`src/rtl/project_types.sv`:
```
// Shared pipeline types used by the stage-boundary register blocks.
package project_types;

  typedef enum logic [1:0] {
    SKID_EMPTY = 2'd0,
    SKID_ONE   = 2'd1,
    SKID_FULL  = 2'd2
  } skid_state_t;

endpackage

```
`src/rtl/pipe_skid_stage.sv`:
```
// Two-entry skid-buffered pipeline boundary register with registered in_ready,
// synchronous flush and asynchronous active-low reset.
module pipe_skid_stage
  import project_types::*;
#(
  parameter int WIDTH      = 32,
  parameter bit FLUSH_ZERO = 1'b1
) (
  input  logic             clk,
  input  logic             rst,
  input  logic             flush,
  input  logic             in_valid,
  output logic             in_ready,
  input  logic [WIDTH-1:0] in_data,
  output logic             out_valid,
  input  logic             out_ready,
  output logic [WIDTH-1:0] out_data,
  output logic [1:0]       occupancy
);

  skid_state_t      state, state_n;
  logic             ready_q;
  logic [WIDTH-1:0] main_q, skid_q;
  logic             in_fire, out_fire;
  logic             load_main_in, load_main_skid, load_skid;

  assign in_fire  = in_valid & ready_q;
  assign out_fire = out_valid & out_ready;

  always_comb begin
    state_n        = state;
    load_main_in   = 1'b0;
    load_main_skid = 1'b0;
    load_skid      = 1'b0;
    unique case (state)
      SKID_EMPTY: begin
        if (in_fire) begin
          load_main_in = 1'b1;
          state_n      = SKID_ONE;
        end
      end
      SKID_ONE: begin
        if (in_fire && out_fire) begin
          load_main_in = 1'b1;
        end else if (in_fire) begin
          load_skid = 1'b1;
          state_n   = SKID_FULL;
        end else if (out_fire) begin
          state_n = SKID_EMPTY;
        end
      end
      SKID_FULL: begin
        if (out_fire) begin
          load_main_skid = 1'b1;
          state_n        = SKID_ONE;
        end
      end
      default: state_n = SKID_EMPTY;
    endcase
    // Flush overrides every transition and discards any same-cycle accept.
    if (flush) begin
      state_n        = SKID_EMPTY;
      load_main_in   = 1'b0;
      load_main_skid = 1'b0;
      load_skid      = 1'b0;
    end
  end

  // in_ready comes from its own flop, precomputed from next state, so it never
  // sees out_ready or flush combinationally; it stays low until the first edge after reset.
  always_ff @(posedge clk or negedge rst) begin
    if (!rst) begin
      state   <= SKID_EMPTY;
      ready_q <= 1'b0;
    end else begin
      state   <= state_n;
      ready_q <= (state_n != SKID_FULL);
    end
  end

  always_ff @(posedge clk or negedge rst) begin
    if (!rst) begin
      main_q <= '0;
      skid_q <= '0;
    end else if (flush) begin
      if (FLUSH_ZERO) begin
        main_q <= '0;
        skid_q <= '0;
      end
    end else begin
      if (load_main_in) begin
        main_q <= in_data;
      end else if (load_main_skid) begin
        main_q <= skid_q;
      end
      if (load_skid) begin
        skid_q <= in_data;
      end
    end
  end

  assign in_ready  = ready_q;
  assign out_valid = (state != SKID_EMPTY);
  assign out_data  = main_q;
  assign occupancy = state;

endmodule

```
`config.mk`:
```
export PLATFORM = sky130hd
export DESIGN_NAME = pipe_skid_stage
export DESIGN_NICKNAME = d
export VERILOG_FILES = /design/src/rtl/project_types.sv /design/src/rtl/pipe_skid_stage.sv
export SDC_FILE = /design/constraint.sdc
export NUM_CORES = 1
export LEC_CHECK = 0
export ABC_AREA = 1
export CAP_MARGIN = 20
export CORE_MARGIN = 2
export CORE_UTILIZATION = 55
export DETAILED_ROUTE_END_ITERATION = 16
export MAX_ROUTING_LAYER = met4
export PLACE_DENSITY = 0.83
export SLEW_MARGIN = 20
export SYNTH_ARGS = -nofsm -noshare
export SYNTH_HDL_FRONTEND = slang
export SYNTH_SLANG_ARGS = --single-unit
export TNS_END_PERCENT = 50
```
`constraint.sdc`:
```
create_clock -name clk -period 2.55 [get_ports clk]
set_input_delay 0.51 -clock clk [delete_from_list [all_inputs] [get_ports clk]]
set_output_delay 0.51 -clock clk [all_outputs]
set_load 0.02 [all_outputs]
```
==> flow_summary_export.csv <==
group,metric,value,unit
pwr,p_leak,2.25,nW
clocking,h-tree-depth,3,
layout,fin_area,4540,um^2
placement,place.gp.congestion,0.789,
yosys,synth.cell_area,3560,um^2
setup_path,required,2.04,ns
die,dieArea,7120,um^2
pwr,clockPowerShare,36.7,%
detailed_routing,dr.pass1.iters,4,
die,fp.dieH,84.4,um
detailed_routing,dr_total_vias,3308,
global_route,grt_start_max_net_pins,68,
layout,layout.nets,577,
global_route,grt_overflow_total,0,
clocking,clockRootBuffer,"clkbuf_8",
pwr,ir_worst_vdd,0.000396,V
setup_path,r2r_start,"occupancy[1]$_DFF_PN0_",
sta,worstMarginPinSlew,0.828,ns
yosys,yosys-top-cells-area,"dfrtp_1 (47%), nand2_1 (14%), nand4_1 (11%)",
clocking,ctsHoldBuffers,0,
yosys,avgSynthCellArea,7.44,um^2
clocking,path_clk_slew,0.07,ns
sta,clock.fmax,478,MHz
worst_hold_path,hp-class,"input pin to asynchronous set/reset pin",
setup_path,cp-end-kind,"output pin",
setup_path,critPathMaxFanout,7,
sta,setup_viol,0,
pwr,switching_share,29.7,%
pwr,p_sw,0.817,mW
yosys,synth-seq-area-share,47.1,%
detailed_routing,drc,0,
sta,period_share,82.1,%
yosys,ys_ff_latch,67,
clocking,cts-resized-gates,0,
yosys,synthesis.nets,515,
pwr,seq_power_share,42.5,%
yosys,yosysMostFrequentCell,"nand2_1",
placement,place_hpwl,5280,um
setup_path,worstPathCellList,"nor2_1 > inv_1 > clkdlybuf4s50_1",
outcome,outcome,"finished, final reports clean",
layout,syn_to_final_growth,27.7,%
clocking,ctsLongestPathBuffers,2,
sta,relSlewSlack,44.8,%
yosys,synth_top_cell_by_area,"dfrtp_1",
setup_path,path_buf_inv,2,
setup_path,r2r_end,"out_data[10]$_DFFE_PN0P_",
die,core_area,6310,um^2
global_route,antenna_found_initial,0,
setup_path,crit_path_top_delay_cell,"clkdlybuf4s50_1",
setup_path,critical_path_arrival,1.58,ns
detailed_routing,finalWirelength,8520,um
clocking,cts-buffers-inserted,9,
yosys,synthCells,478,
placement,detailed_place.area,4320,um^2
detailed_routing,via_per_inst,5.32,
setup_path,critical-path-top-delay-family,"buffers and inverters",
global_route,grt_pass1_vias,3375,
pwr,p_comb_share,20.8,%
sta,rsz0062_at_grt,"false",
setup_path,regToRegSetupSlack,0.78,ns
clocking,cts_tree,"yes",
setup_path,cp_num_cells,3,
pwr,power_density,606,nW/um^2
yosys,synth_top_area_share,47.1,%
yosys,synth-edff-count,0,
pwr,internal_power,1.93,mW
setup_path,worstSetupStartpointType,"flip-flop",
global_route,grt_pass1_wl,14800,um
detailed_routing,wl_per_cell,13.7,um
yosys,yosysWarnings,0,
yosys,ys_async_sr_fraction,100,%
die,rows,29,
yosys,netlist-cell-type-count,17,
global_route,grt.total_usage,26.3,%
detailed_routing,antenna_left,0,
run,drv_cap,0,
sta,setup_tns,0,ns
layout,drive_above_1_share,7.16,%
sta,fin_skew,0.0113,ns
layout,diodes,0,
sta,drv_slew,0,
clocking,insertion_delay,0.36,ns
setup_path,cpPeakStageDelay,0.59,ns
clocking,cts.sinks,67,
yosys,synth_ff_type,"dfrtp_1",
die,initial_core_util,56.3,%
placement,port_buffers,72,
setup_path,path_class,"flip-flop to output pin",
detailed_routing,dr.first_iter.drc_count,279,
die,die_w,84.4,um
setup_path,reg2reg_depth,6,
die,ioPinCount,73,
sta,period_needed,2.09,ns
sta,final-hold-violation-count,0,
yosys,synth_common_cells,"nand2_1 (131), inv_1 (101), dfrtp_1 (67)",
clocking,post_cts_buffers,0,
## cell type report
class,count,area (um^2)
timing repair buffer,85,851
tap,77,96.3
inverter,104,390
clock inverter,7,100
fill,514,1770
multi-input combinational,273,1300
clock buffer,9,124
sequential,67,1680
## power by group through the flow
stage	clock network, mW	registers [mW]	logic [mW]
detailed placement	0	1.19	0.569
finish	1.01	1.17	0.572
CTS	1.02	1.17	0.577
global route	1.06	1.18	0.634
floorplan	0	1.26	0.235
global placement	0	1.19	0.560
## state kept, by name, summed over array words and instances (netlist names)
register and flops:
out_data 32, skid_q 32, occupancy 2, in_ready 1
## per-layer routing
metal / vias up / routed length, um / global-route usage [%]
met1: 1554 / 3820 / 33.3
li1: 1635 / - / -
met4: 0 / 84 / 10.2
met2: 111 / 4100 / 42.5
met5: - / 0 / -
met3: 8 / 513 / 4.62
## layout by cell type (no fill, tap or decap), drive strengths merged
cell	count
a21oi	4
buf	14
bufinv	2
clkbuf	9
clkdlybuf4s50	71
clkinv	3
dfrtp	67
inv	106
nand2	134
nand3	33
nand4	64
nor2	5
o21ai	33
## worst register-to-register path, stage by stage (launching register included)
cell	delay, ns
dfrtp_1	0.49
nand2_1	0.14
nor2_4	0.36
inv_2	0.37
nand4_1	0.22
nand2_1	0.08
inv_1	0.06
## worst max path at each step
stage	from	slack [ns]	end
finish	occupancy[1]$_DFF_PN0_	0.46	out_valid
global route	occupancy[1]$_DFF_PN0_	0.36	out_valid
CTS	occupancy[1]$_DFF_PN0_	0.45	out_valid
detailed placement	out_ready	0.34	out_data[24]$_DFFE_PN0P_
global placement	out_ready	0.40	out_data[31]$_DFFE_PN0P_
floorplan	flush	1.19	out_data[0]$_DFFE_PN0P_
## through the flow
step | power (mW) | hold WS (ns) | instances | worst slack [ns] | util (%)
after floorplan | 1.49 | 0.214 | 478 | 1.19 | -
after global placement | 1.75 | 0.497 | 606 | 0.397 | 68.4
after detailed placement | 1.76 | 0.504 | 606 | 0.336 | 68.4
after CTS | 2.77 | 0.380 | 622 | 0.448 | 71.9
after global routing | 2.87 | 0.425 | 622 | 0.359 | 71.9
final | 2.75 | 0.337 | 622 | 0.456 | 71.9
## logic make-up after synthesis
| logic type | count (synthesis) | share of synthesized area (%) |
|---|---|---|
| compound gates | 37 | 5.21 |
| buf+inv | 138 | 16.2 |
| flops | 67 | 47.1 |
| simple gates | 236 | 31.4 |
No activity file was read; power rests on OpenSTA's default activity.
